[config.mk]
export PLATFORM = sky130hd
export DESIGN_NAME = mesi_snoop_bus_ctrl_flat
export DESIGN_NICKNAME = d
export VERILOG_FILES = /design/src/rtl/mesi_snoop_bus_ctrl_pkg.sv /design/src/rtl/mesi_snoop_bus_ctrl_if.sv /design/src/rtl/mesi_snoop_bus_ctrl_rr_arbiter.sv /design/src/rtl/mesi_snoop_bus_ctrl.sv /design/src/flat_wrapper.sv
export SDC_FILE = /design/constraint.sdc
export NUM_CORES = 1
export LEC_CHECK = 0
export BUFFER_PORTS_ARGS = -buffer_cell sky130_fd_sc_hd__buf_2
export CAP_MARGIN = 20
export CORE_MARGIN = 4
export CORE_UTILIZATION = 48
export DETAILED_ROUTE_END_ITERATION = 16
export MAX_ROUTING_LAYER = met4
export PLACE_DENSITY = 0.95
export SETUP_SLACK_MARGIN = 0.1
export SKIP_CTS_REPAIR_TIMING = 1
export SLEW_MARGIN = 0
export SYNTH_ARGS = -nofsm -noshare
export SYNTH_HDL_FRONTEND = slang
export SYNTH_SLANG_ARGS = --single-unit
[constraint.sdc]
create_clock -name clk -period 5.6 [get_ports clk]
set_clock_uncertainty 0.05 [all_clocks]
set_input_delay 0.28 -clock clk [delete_from_list [all_inputs] [get_ports clk]]
set_output_delay 0.28 -clock clk [all_outputs]
set_load 0.005 [all_outputs]
[src/rtl/mesi_snoop_bus_ctrl_pkg.sv]
// Shared types for the MESI snooping bus controller: line states, bus ops, FSM states.
package mesi_snoop_bus_ctrl_pkg;

    typedef enum logic [1:0] {
        MesiI = 2'b00,
        MesiS = 2'b01,
        MesiE = 2'b10,
        MesiM = 2'b11
    } mesi_state_t;

    typedef enum logic [1:0] {
        OpNone    = 2'b00,
        OpBusRd   = 2'b01,
        OpBusRdX  = 2'b10,
        OpBusUpgr = 2'b11
    } bus_op_t;

    typedef enum logic [1:0] {
        StIdle,
        StBcast,
        StSnoop,
        StResp
    } fsm_state_t;

    // Only BusRd can be downgraded to a shared fill; ownership ops always end in M.
    function automatic mesi_state_t fill_for(bus_op_t op, logic any_hit);
        if (op == OpBusRd) begin
            return any_hit ? MesiS : MesiE;
        end
        return MesiM;
    endfunction

endpackage

[src/rtl/mesi_snoop_bus_ctrl_if.sv]
// Cache-side request/snoop signals and bus-side outputs of the snooping bus controller.
interface mesi_snoop_bus_ctrl_if #(
    parameter int unsigned NUM_CACHES = 4,
    parameter int unsigned ADDR_W     = 32
);
    logic [NUM_CACHES-1:0]         req;
    logic [2*NUM_CACHES-1:0]       req_op;
    logic [ADDR_W*NUM_CACHES-1:0]  req_addr;
    logic [NUM_CACHES-1:0]         snoop_hit;
    logic [NUM_CACHES-1:0]         snoop_hitm;
    logic [NUM_CACHES-1:0]         gnt;
    logic                          bus_valid;
    logic [1:0]                    bus_op;
    logic [ADDR_W-1:0]             bus_addr;
    logic [$clog2(NUM_CACHES)-1:0] bus_src;
    logic                          done;
    logic [1:0]                    fill_state;
    logic                          flush_needed;

    modport master (
        input  req, req_op, req_addr, snoop_hit, snoop_hitm,
        output gnt, bus_valid, bus_op, bus_addr, bus_src, done, fill_state, flush_needed
    );

    modport slave (
        output req, req_op, req_addr, snoop_hit, snoop_hitm,
        input  gnt, bus_valid, bus_op, bus_addr, bus_src, done, fill_state, flush_needed
    );
endinterface

[src/rtl/mesi_snoop_bus_ctrl_rr_arbiter.sv]
// Combinational round-robin arbiter: first requester at or after the pointer wins.
module mesi_snoop_bus_ctrl_rr_arbiter #(
    parameter int unsigned NUM_CACHES = 4,
    localparam int unsigned IDX_W     = $clog2(NUM_CACHES)
) (
    input  logic [NUM_CACHES-1:0] i_req,
    input  logic [IDX_W-1:0]      i_ptr,
    output logic [NUM_CACHES-1:0] o_gnt,
    output logic [IDX_W-1:0]      o_idx,
    output logic                  o_valid
);
    logic [IDX_W-1:0] w_cand;

    always_comb begin
        o_gnt   = '0;
        o_idx   = '0;
        o_valid = 1'b0;
        w_cand  = '0;
        for (int unsigned off = 0; off < NUM_CACHES; off++) begin
            w_cand = IDX_W'((32'(i_ptr) + off) % NUM_CACHES);
            if (!o_valid && i_req[w_cand]) begin
                o_gnt[w_cand] = 1'b1;
                o_idx         = w_cand;
                o_valid       = 1'b1;
            end
        end
    end
endmodule

[src/rtl/mesi_snoop_bus_ctrl.sv]
// Snooping coherence bus sequencer: grant -> broadcast -> snoop-collect -> response.
module mesi_snoop_bus_ctrl
    import mesi_snoop_bus_ctrl_pkg::*;
#(
    parameter int unsigned NUM_CACHES = 4,
    parameter int unsigned ADDR_W     = 32,
    parameter int unsigned SNOOP_WAIT = 2
) (
    input logic                   clk,
    input logic                   reset,
    mesi_snoop_bus_ctrl_if.master bus
);
    localparam int unsigned IDX_W = $clog2(NUM_CACHES);
    localparam int unsigned CNT_W = $clog2(SNOOP_WAIT + 1);

    fsm_state_t            r_state, w_state_nxt;
    logic [IDX_W-1:0]      r_ptr;
    logic [IDX_W-1:0]      r_src;
    logic [NUM_CACHES-1:0] r_gnt;
    bus_op_t               r_op;
    logic [ADDR_W-1:0]     r_addr;
    logic [CNT_W-1:0]      r_cnt;
    logic                  r_hit;
    logic                  r_hitm;

    logic [NUM_CACHES-1:0] w_elig;
    logic [NUM_CACHES-1:0] w_arb_gnt;
    logic [IDX_W-1:0]      w_idx;
    logic                  w_any;
    logic                  w_snoop_last;

    always_comb begin
        w_elig = '0;
        for (int unsigned i = 0; i < NUM_CACHES; i++) begin
            w_elig[i] = bus.req[i] && (bus.req_op[2*i +: 2] != 2'b00);
        end
    end

    mesi_snoop_bus_ctrl_rr_arbiter #(
        .NUM_CACHES (NUM_CACHES)
    ) u_arb (
        .i_req   (w_elig),
        .i_ptr   (r_ptr),
        .o_gnt   (w_arb_gnt),
        .o_idx   (w_idx),
        .o_valid (w_any)
    );

    assign w_snoop_last = (r_cnt == CNT_W'(SNOOP_WAIT - 1));

    always_comb begin
        w_state_nxt = r_state;
        unique case (r_state)
            StIdle:  if (w_any) w_state_nxt = StBcast;
            StBcast: w_state_nxt = StSnoop;
            StSnoop: if (w_snoop_last) w_state_nxt = StResp;
            StResp:  w_state_nxt = StIdle;
            default: w_state_nxt = StIdle;
        endcase
    end

    always_ff @(posedge clk) begin
        if (reset) begin
            r_state <= StIdle;
            r_ptr   <= '0;
            r_src   <= '0;
            r_gnt   <= '0;
            r_op    <= OpNone;
            r_addr  <= '0;
            r_cnt   <= '0;
            r_hit   <= 1'b0;
            r_hitm  <= 1'b0;
        end else begin
            r_state <= w_state_nxt;
            unique case (r_state)
                StIdle: begin
                    if (w_any) begin
                        r_src  <= w_idx;
                        r_gnt  <= w_arb_gnt;
                        r_op   <= bus_op_t'(bus.req_op[2*w_idx +: 2]);
                        r_addr <= bus.req_addr[ADDR_W*w_idx +: ADDR_W];
                        r_ptr  <= (w_idx == IDX_W'(NUM_CACHES - 1)) ? '0 : w_idx + 1'b1;
                    end
                end
                StBcast: r_cnt <= '0;
                StSnoop: begin
                    r_cnt  <= r_cnt + 1'b1;
                    // The requester may see its own line in the snoop; never count it.
                    r_hit  <= r_hit  | (|(bus.snoop_hit  & ~r_gnt));
                    r_hitm <= r_hitm | (|(bus.snoop_hitm & ~r_gnt));
                end
                StResp: begin
                    r_hit  <= 1'b0;
                    r_hitm <= 1'b0;
                end
                default: ;
            endcase
        end
    end

    always_comb begin
        bus.gnt          = (r_state != StIdle) ? r_gnt : '0;
        bus.bus_valid    = (r_state == StBcast);
        bus.done         = (r_state == StResp);
        bus.fill_state   = (r_state == StResp) ? fill_for(r_op, r_hit | r_hitm) : MesiI;
        bus.flush_needed = (r_state == StResp) && r_hitm;
        bus.bus_op       = r_op;
        bus.bus_addr     = r_addr;
        bus.bus_src      = r_src;
    end
endmodule

[src/flat_wrapper.sv]
// flat-port wrapper written by rule: the top's interface ports become plain ports
module mesi_snoop_bus_ctrl_flat import mesi_snoop_bus_ctrl_pkg::*;
#(
    parameter int unsigned NUM_CACHES = 4,
    parameter int unsigned ADDR_W     = 32,
    parameter int unsigned SNOOP_WAIT = 2
)
  (clk, reset, bus_req, bus_req_op, bus_req_addr, bus_snoop_hit, bus_snoop_hitm, bus_gnt, bus_bus_valid, bus_bus_op, bus_bus_addr, bus_bus_src, bus_done, bus_fill_state, bus_flush_needed);
  mesi_snoop_bus_ctrl_if #(.NUM_CACHES(NUM_CACHES), .ADDR_W(ADDR_W)) bus_i ();
  input logic clk;
  input logic reset;
  input wire logic [$bits(bus_i.req)-1:0] bus_req;
  input wire logic [$bits(bus_i.req_op)-1:0] bus_req_op;
  input wire logic [$bits(bus_i.req_addr)-1:0] bus_req_addr;
  input wire logic [$bits(bus_i.snoop_hit)-1:0] bus_snoop_hit;
  input wire logic [$bits(bus_i.snoop_hitm)-1:0] bus_snoop_hitm;
  output wire logic [$bits(bus_i.gnt)-1:0] bus_gnt;
  output wire logic [$bits(bus_i.bus_valid)-1:0] bus_bus_valid;
  output wire logic [$bits(bus_i.bus_op)-1:0] bus_bus_op;
  output wire logic [$bits(bus_i.bus_addr)-1:0] bus_bus_addr;
  output wire logic [$bits(bus_i.bus_src)-1:0] bus_bus_src;
  output wire logic [$bits(bus_i.done)-1:0] bus_done;
  output wire logic [$bits(bus_i.fill_state)-1:0] bus_fill_state;
  output wire logic [$bits(bus_i.flush_needed)-1:0] bus_flush_needed;
  assign bus_i.req = bus_req;
  assign bus_i.req_op = bus_req_op;
  assign bus_i.req_addr = bus_req_addr;
  assign bus_i.snoop_hit = bus_snoop_hit;
  assign bus_i.snoop_hitm = bus_snoop_hitm;
  assign bus_gnt = bus_i.gnt;
  assign bus_bus_valid = bus_i.bus_valid;
  assign bus_bus_op = bus_i.bus_op;
  assign bus_bus_addr = bus_i.bus_addr;
  assign bus_bus_src = bus_i.bus_src;
  assign bus_done = bus_i.done;
  assign bus_fill_state = bus_i.fill_state;
  assign bus_flush_needed = bus_i.flush_needed;
  mesi_snoop_bus_ctrl #(.NUM_CACHES(NUM_CACHES), .ADDR_W(ADDR_W), .SNOOP_WAIT(SNOOP_WAIT)) u_core (.clk(clk), .reset(reset), .bus(bus_i));
endmodule
## After elaboration in Yosys (flattened, before gate mapping)

Index checks and enable logic that the tools add are counted.

| storage, ports and cells | value |
|---|---|
| bits in registers | 48 |
| input bits | 150 |
| output and inout bits | 45 |
| word-level logic and storage cells | 109 |

| operators by class | value |
|---|---|
| $add $sub $neg | 5 |
| order comparisons | 8 |
| equality and inequality tests | 8 |
| shift operators | 2 |
| multiplexer cells | 41 |
| bitwise gates (word level) | 9 |
| reductions and logical operators | 27 |

Operators by type and width:

| operator | count |
|---|---|
| 128-bit by 8-bit variable part select with 32-bit output | 1 |
| 2-bit 2-to-1 mux | 11 |
| 4-bit 2-to-1 mux | 5 |
| 2-bit nonzero test | 7 |
| 1-bit 2-to-1 mux | 13 |
| 1-bit logical AND | 12 |
| 2-bit by 3-bit less-than comparator with 1-bit output, second input constant | 4 |
| 4-bit bitwise OR | 3 |
| 4-bit bitwise AND | 2 |
| 1-bit binary-select mux with 2-bit select | 4 |
| 1-bit demux with 2-bit select | 4 |
| 2-bit by 1-bit >= comparator with 1-bit output, second input constant | 4 |
| 2-bit one-hot mux with 4 select lines | 1 |
| 4-bit OR reduction | 2 |
| 8-bit by 4-bit variable part select with 2-bit output | 1 |
| 2-bit by 1-bit adder with 2-bit output, second input constant | 3 |
| 2-bit by 1-bit equality test with 1-bit output, second input constant | 3 |
| 2-bit equality test, second input constant | 3 |
| 2-bit adder, second input constant | 2 |
| 4-bit NOT | 1 |
| 1-bit one-hot mux with 2 select lines | 2 |
| 2-bit one-hot mux with 2 select lines | 1 |
| 2-bit AND reduction | 2 |
| 1-bit zero test | 3 |
| other kinds (4) | 6 |

## Logic depth before layout (Yosys ltp)

Gate-level depths: netlist (run 1).

| depth | value |
|---|---|
| depth after elaboration | 16 |
| mapped depth | 13 |
| gate-level depth less buffers | 9 |

## Hierarchy

From an unflattened synthesis (run 1), not the netlist that was laid out.

| unflattened totals | value |
|---|---|
| cells, all modules | 328 |
| area, all modules | 3186.8 um^2 |

Modules (own cells, without submodules):

| module | instances | cells an instance | area each (um^2) | seq. area each (um^2) |
|---|---|---|---|---|
| mesi_snoop_bus_ctrl | 1 | 283 | 2767.7 | 960.9 |
| mesi_snoop_bus_ctrl_rr_arbiter | 1 | 45 | 419.2 | 0.0 |

## Worst setup path before layout (run 1)

No wires, ideal clock.

| timing path | value |
|---|---|
| path type | register to register |
| start point | register u_core.r_ptr[0] |
| end point | register u_core.r_addr[14], in the netlist u_core.bus.bus_addr[14] |
| setup time | 0.079 ns |
| arrival time | 2.796 ns |
| required time | 5.471 ns |
| setup slack | 2.675 ns |
| stages on the path, launching flop included | 14 |
| buffers on the path | 4 |
| period minus slack after synthesis | 2.925 ns |
| cells stage by stage | dfxtp_1 > buf_2 > inv_1 > ha_1 > buf_2 > nand2b_1 > o22ai_1 > o211ai_1 > a311oi_2 > buf_4 > buf_2 > nand2_1 > mux2_2 > o211ai_1 |

| on the way | value |
|---|---|
| longest elaborated chain between the ends | 13 |
| elaborated cells on any way between the ends | 27 |
| classes of those cells | 3 x add/sub; 1 x shift; 16 x mux; 7 x reduce/logical |

RTL lines:

| element | RTL line | source |
|---|---|---|
| start, declared | mesi_snoop_bus_ctrl.sv:17 | `logic [IDX_W-1:0] r_ptr;` |
| start signal, assigned | mesi_snoop_bus_ctrl.sv:82 | `r_ptr <= (w_idx == IDX_W'(NUM_CACHES - 1)) ? '0 : w_idx + 1'b1;` |
| branches (longest 13 deep; another with 2-bit by 1-bit adder with 2-bit output) | - |  |
| end signal, assigned | mesi_snoop_bus_ctrl.sv:81 | `r_addr <= bus.req_addr[ADDR_W*w_idx +: ADDR_W];` |
| end, declared | mesi_snoop_bus_ctrl.sv:21 | `logic [ADDR_W-1:0] r_addr;` |

Several ways; the timed one is not identified. The select of a mux whose other input is x is not followed.
A chain may end at the register's enable or synchronous reset.

## Final worst setup path (run 1)

| timing path | value |
|---|---|
| start point | register u_core.r_ptr[0] |
| end point | register u_core.r_addr[11], in the netlist u_core.bus.bus_addr[11] |

Same word-level chain as after synthesis.

==> out/qor.txt, run 1 <==
critical path's slowest cell = dfxtp_1
R2R setup slack = 1.91 ns
antenna violations before repair = 0
first-pass GRT wire length = 17.0 mm
Worst EP required = 5.78 ns
Detail Placement HPWL = 8.55 mm
max-slew violations = 0
num ports = 195
Mapped Area = 3420 µm²
Seq/Total Area, Yosys = 0.281
Crit Path Category = reg -> reg
cell depth of the worst setup path = 10
synthesis warning total = 0
Post-synth ARST share = 0
CTS tree = yes
Rows = 30
Reg2Reg Depth = 10
Mapped Nets = 572
critical path cell sequence = inv_1 > ha_1 > nand2b_1 > o22ai_1 > o211ai_1 > a311oi_4 > buf_4 > nand2_1 > mux2_1 > o211ai_1
number of remaining DRC errors = 0
largest net degree at the start of global routing = 69
Lkg Pwr = 2.18 nW
Core ar. = 6870 µm²
worst skew pair latency = 0.30 ns
Worst-Margin Slew = 0.676 ns
Routed Antenna Nets = 0
status = finished clean
Max Root-Sink Buffers = 2
RSZ-0062 raised after global routing = no
cell area power density = 431 nW/µm²
Routed wire per std cell = 15.6 µm
DR pass1 iterations = 5
TritonCTS Buffers = 5
minimum clock period = 3.69 ns
CTS root buf = clkbuf_8
share of post-route cells with drive strength above 1 = 0.418
FILL cells = 587
CP top delay family = compound AO/OA/AOI/OAI gates
Slew HR = 0.549
Startpoint Class = flip-flop
setup_tns = 0 ns
Critical R2R Capture = u_core.bus.bus_addr[11]$_SDFFE_PP0P_
Final WS setup = 1.91 ns
Area growth syn-to-layout = 32.7%
DR vias/cell = 5.41
max-cap violations = 0
area occupied by multi-input gates = 2280 µm²
Finish-stage setup viols = 0
hold wc startpoint = bus_req_addr[112]
n_diodes = 0
syn avg cell area = 8.36 µm²
die area = 8540 µm²
Setup WS pre-CTS = 2.03 ns
vias in the first global route = 3,796
Register Area = 961 µm²
fin nets = 751
Hold Violations, Final = 0
htree depth = 2
Post-synth top flop = dfxtp_1
Buf/Inv on CP = 2
Iter 0 DRT Violations = 212
Period Utilization, post-route = 0.659
Die W = 92.4 µm
clk sinks = 48
final wirelength = 10.7 mm
EDFF count, synth = 0
worst-case hold path end point = u_core.bus.bus_addr[16]$_SDFFE_PP0P_
worst hold-check path type = in -> reg
gr usage total = 0.247
reg2reg start = u_core.r_ptr[0]$_SDFFE_PP0P_
Initial Utilization = 0.498
Critical Path Max Stage Delay = 0.66 ns
Hold Path Stages = 3
Congestion Overflow GR = 0
Die H = 92.4 µm
Worst EP arrival = 3.86 ns
DR vias = 3,705
IO Port Bufs = 194
Synth Register Bits = 48
Max VDD drop = 0.253 mV
leading cell type in the layout, fill and taps excluded = buf_2
synth unique cells = 49
GP Congestion = 0.916
cells after synthesis = 409
worst-path maximum fanout = 68
Crit. End Element = flip-flop
Fmax = 0.271 GHz
clock-pin slew on the worst setup and hold paths = 0.10 ns
most frequent cells in the layout = buf_2, nand2_1, dfxtp_1
most common cell type on the critical path = o211ai_1
[worst register-to-register path, cell delays in order, from the launching register on]
cell and delay, ns:
dfxtp_1 0.66, inv_1 0.28, ha_1 0.47, nand2b_1 0.20, o22ai_1 0.24, o211ai_1 0.22, a311oi_4 0.32, buf_4 0.56
nand2_1 0.20, mux2_1 0.32, o211ai_1 0.10
[stage by stage]
| stage | util | cell area [µm²] | total power, mW | hold WS [ns] | instances |
|---|---|---|---|---|---|
| finish | 0.661 | 4540 | 1.96 | 0.228 | 685 |
| global route | 0.661 | 4540 | 2.10 | 0.239 | 685 |
| CTS | 0.661 | 4540 | 1.96 | 0.226 | 685 |
| detailed placement | 0.644 | 4420 | 1.70 | 0.404 | 677 |
| global placement | 0.644 | 4420 | 1.65 | 0.396 | 677 |
| floorplan | - | 3420 | 1.40 | 0.412 | 409 |
[where the power goes]
| group | switching [mW] | internal (mW) | leakage, nW | total (mW) |
|---|---|---|---|---|
| Combinational | 0.627 | 0.531 | 1.73 | 1.16 |
| Sequential | 0.0859 | 0.456 | 0.396 | 0.542 |
| Clock | 0.121 | 0.135 | 0.0583 | 0.255 |
[sequential cells by signal, summed over array words and instances (netlist names)]
signal,flops
u_core.bus.bus_addr,32
u_core.r_gnt,4
u_core.bus.bus_op,2
u_core.bus.bus_src,2
u_core.r_cnt,2
u_core.r_ptr,2
u_core.r_state,2
u_core.r_hit,1
u_core.r_hitm,1
[cell usage after synthesis, drive strengths merged, types with 12 or more instances]
master,n,area share
inv,12,0.013
mux2i,35,0.10
clkbuf,13,0.014
ha,13,0.048
mux2,34,0.12
a21oi,12,0.018
dfxtp,48,0.28
o211ai,35,0.077
nand2,108,0.12
buf,15,0.032
nor2,19,0.021
[worst max path at each step]
stage	from	end	slack (ns)
after floorplan	u_core.r_ptr[0]$_SDFFE_PP0P_	u_core.bus.bus_addr[14]$_SDFFE_PP0P_	2.67
after global placement	u_core.r_ptr[0]$_SDFFE_PP0P_	u_core.bus.bus_addr[11]$_SDFFE_PP0P_	2.02
after detailed placement	u_core.r_ptr[0]$_SDFFE_PP0P_	u_core.bus.bus_addr[11]$_SDFFE_PP0P_	2.03
after CTS	u_core.r_ptr[0]$_SDFFE_PP0P_	u_core.bus.bus_addr[11]$_SDFFE_PP0P_	2.02
after global routing	u_core.r_ptr[0]$_SDFFE_PP0P_	u_core.bus.bus_addr[9]$_SDFFE_PP0P_	1.69
final	u_core.r_ptr[0]$_SDFFE_PP0P_	u_core.bus.bus_addr[11]$_SDFFE_PP0P_	1.91
[cell type report]
type                    count  area share
clock buffers               5      0.0152
flip-flops and latches     48       0.212
repair buffers            200       0.224
clock inverters             3      0.0105
multi-input cells         321       0.502
well taps                  96      0.0265
inverters                  12     0.00992
[layer usage]
| layer | routed length (µm) | GRT usage |
|---|---|---|
| met1 | 4190 | 0.280 |
| met2 | 5480 | 0.440 |
| met3 | 775 | 0.0390 |
| met4 | 269 | 0.0854 |
| met5 | 0 | - |
[kinds of logic after synthesis]
kind of cell,synth area share
AOI/OAI and AO/OA,0.198
DFF,0.281
adders and majority gates,0.0476
buffers and inverters,0.0593
muxes,0.232
and+or+nand+nor,0.180
xor gates and xnor gates,0.00256
Power figures use the tool's default switching activity.
==> inputs of run 2 (changes only) <==
- ABC_AREA: not set -> 1
- CORE_UTILIZATION: 48 -> 41
- PLACE_DENSITY: 0.95 -> 0.88
- clock period: 5.6 -> 3 ns (I/O delays scaled with it)
==> run 2 against run 1 <==
Effect of this change:
- utilization down 9.1 points
- power rose by 140%
- via count increased by 14%
- sequential power rose by 86%
- clock power up 46%
- register-to-register slack lost 1.5 ns
- synthesized cell count increased by 39%
- non-clock buffer count grew 6
- cell area is 0.96% lower
- critical path type unchanged
- critical endpoint is now u_core.bus.bus_addr[4]$_SDFFE_PP0P_
==> out/qor.txt, run 2 <==
first-pass GRT wire length = 17.6 mm
Finish-stage setup viols = 0
synth unique cells = 27
Detail Placement HPWL = 8.25 mm
Reg2Reg Depth = 13
Congestion Overflow GR = 0
Routed Antenna Nets = 0
Critical Path Max Stage Delay = 0.45 ns
Post-synth top cells = nand2_1, nand3_1, nor2_1
leading cell type in the layout, fill and taps excluded = buf_2
CP startpoint = u_core.r_ptr[1]$_SDFFE_PP0P_
TritonCTS Buffers = 5
critical path's slowest cell = dfxtp_1
worst hold-check path type = in -> reg
synthesis warning total = 0
Initial Utilization = 0.432
Synth Register Bits = 48
n_diodes = 0
critical path cell sequence = inv_1 > ha_1 > inv_1 > nand2_1 > nand2_2 > nand2_1 > nand3_2 > nand2_2 > buf_4 > nand2_1 > nand3_1 > nand2_1 > nor2_1
Routed wire per std cell = 12.8 µm
Post-synth ARST share = 0
Mapped Nets = 733
share of post-route cells with drive strength above 1 = 0.307
Worst-Margin Slew = 0.589 ns
clk sinks = 48
minimum clock period = 2.57 ns
worst-path maximum fanout = 34
RSZ-0062 raised after global routing = no
Hold Path Stages = 3
Slew HR = 0.607
CP top delay family = simple AND/OR/NAND/NOR gates
num ports = 195
max-cap violations = 0
Rows = 32
CTS root buf = clkbuf_8
Synth area leaders = dfxtp_1, nand2_1, nand3_1
DR pass1 iterations = 5
reg2reg start = u_core.r_ptr[1]$_SDFFE_PP0P_
Core ar. = 7890 µm²
fin nets = 912
EDFF count, synth = 0
crit path to = u_core.bus.bus_addr[4]$_SDFFE_PP0P_
status = finished clean
most frequent cells in the layout = buf_2, nand2_1, nand3_1
Iter 0 DRT Violations = 246
largest net degree at the start of global routing = 41
most common cell type on the critical path = nand2_1
Lkg Pwr = 2.47 nW
GP Congestion = 0.919
Hold WS = 0.0215 ns
Max Root-Sink Buffers = 2
final wirelength = 10.9 mm
max-slew violations = 0
CTS tree = yes
Period Utilization, post-route = 0.856
Startpoint Class = flip-flop
Max VDD drop = 0.590 mV
Die W = 99.2 µm
hold wc startpoint = bus_req_addr[39]
clock-pin slew on the worst setup and hold paths = 0.09 ns
htree depth = 2
Area growth syn-to-layout = 31.9%
antenna violations before repair = 0
cells after synthesis = 570
DR vias = 4,233
cell type with the largest total area after synthesis = dfxtp_1
Crit. End Element = flip-flop
vias in the first global route = 3,933
max FFs per register = 32
Worst EP required = 3.20 ns
Post-synth top flop = dfxtp_1
Crit Path Category = reg -> reg
gr usage total = 0.218
cell area power density = 1040 nW/µm²
syn avg cell area = 5.98 µm²
cell depth of the worst setup path = 13
worst skew pair latency = 0.30 ns
Worst EP arrival = 2.77 ns
Hold Violations, Final = 0
number of remaining DRC errors = 0
Critical R2R Capture = u_core.bus.bus_addr[4]$_SDFFE_PP0P_
R2R setup slack = 0.43 ns
share of the synthesized area in the top cell type = 0.282
Fmax = 0.389 GHz
IO Port Bufs = 194
Mapped Area = 3410 µm²
count leader, synth = nand2_1
setup_tns = 0 ns
Die H = 99.2 µm
die area = 9840 µm²
Buf/Inv on CP = 3
DR vias/cell = 4.97
Seq/Total Area, Yosys = 0.282
## run 2: cell types whose count changed after synthesis, sizes merged, moves of 12 or more
cell	delta
o21ai	+19
inv	+24
mux2	-34
a21oi	+38
nor2	+61
mux2i	-35
nand2	+72
o211ai	-35
buf	+12
nand3	+85
## run 2: worst min path at each step
stage	end	slack, ns
finish	u_core.bus.bus_addr[7]$_SDFFE_PP0P_	0.02
floorplan	u_core.bus.bus_addr[0]$_SDFFE_PP0P_	0.24
global route	u_core.bus.bus_addr[5]$_SDFFE_PP0P_	0.02
global placement	u_core.bus.bus_addr[23]$_SDFFE_PP0P_	0.32
CTS	u_core.bus.bus_addr[5]$_SDFFE_PP0P_	0.01
detailed placement	u_core.bus.bus_addr[5]$_SDFFE_PP0P_	0.33
## run 2: routing by layer
layer | vias to the layer above | GRT usage | share of wire
met4 | 0 | 0.0525 | 0.0082
li1 | 2201 | - | -
met1 | 1842 | 0.268 | 0.41
met2 | 182 | 0.367 | 0.48
met5 | - | - | 0
met3 | 8 | 0.0414 | 0.096
## run 2: layout make-up
cell class / instances / area, µm²
Clock buffer: 6 / 72.6
Clock inverter: 1 / 5.00
Fill cell: 816 / 3390
Inverter: 36 / 138
Multi-Input combinational cell: 452 / 2120
Sequential cell: 48 / 961
Tap cell: 102 / 128
Timing Repair Buffer: 206 / 1070
## run 2: metrics by stage
| step | power, mW | setup WS (ns) | util | cell area (µm²) | instances |
|---|---|---|---|---|---|
| 2_1_floorplan | 3.49 | 0.694 | - | 3410 | 570 |
| 3_3_place_gp | 4.24 | 0.492 | 0.560 | 4420 | 844 |
| 3_5_place_dp | 4.29 | 0.361 | 0.560 | 4420 | 844 |
| 4_1_cts | 4.68 | 0.321 | 0.570 | 4490 | 851 |
| 5_1_grt | 5.19 | 0.125 | 0.570 | 4500 | 851 |
| 6_report | 4.66 | 0.432 | 0.570 | 4500 | 851 |
## run 2: power breakdown
part	internal (mW)	switching [mW]	total, mW
registers	0.885	0.124	1.01
clock network	0.159	0.214	0.373
logic	1.17	2.10	3.28
## run 2: logic make-up (layout without fill, tap and decap cells)
logic type / after synthesis / in the layout / share of synthesized area
AO/OA/AOI/OAI: 82 / 82 / 0.132
adder cells (fa/ha/maj): 13 / 13 / 0.0477
buffers and inverters: 70 / 249 / 0.0969
flip-flops: 48 / 48 / 0.282
AND/OR/NAND/NOR: 357 / 357 / 0.442
## run 2: tightest hold or removal path, delay by kind of cell
kind                   cells  cell delay [ns]
buffers and inverters      1             0.08
and+or+nand+nor            1             0.07
AOI/OAI and AO/OA          1             0.05
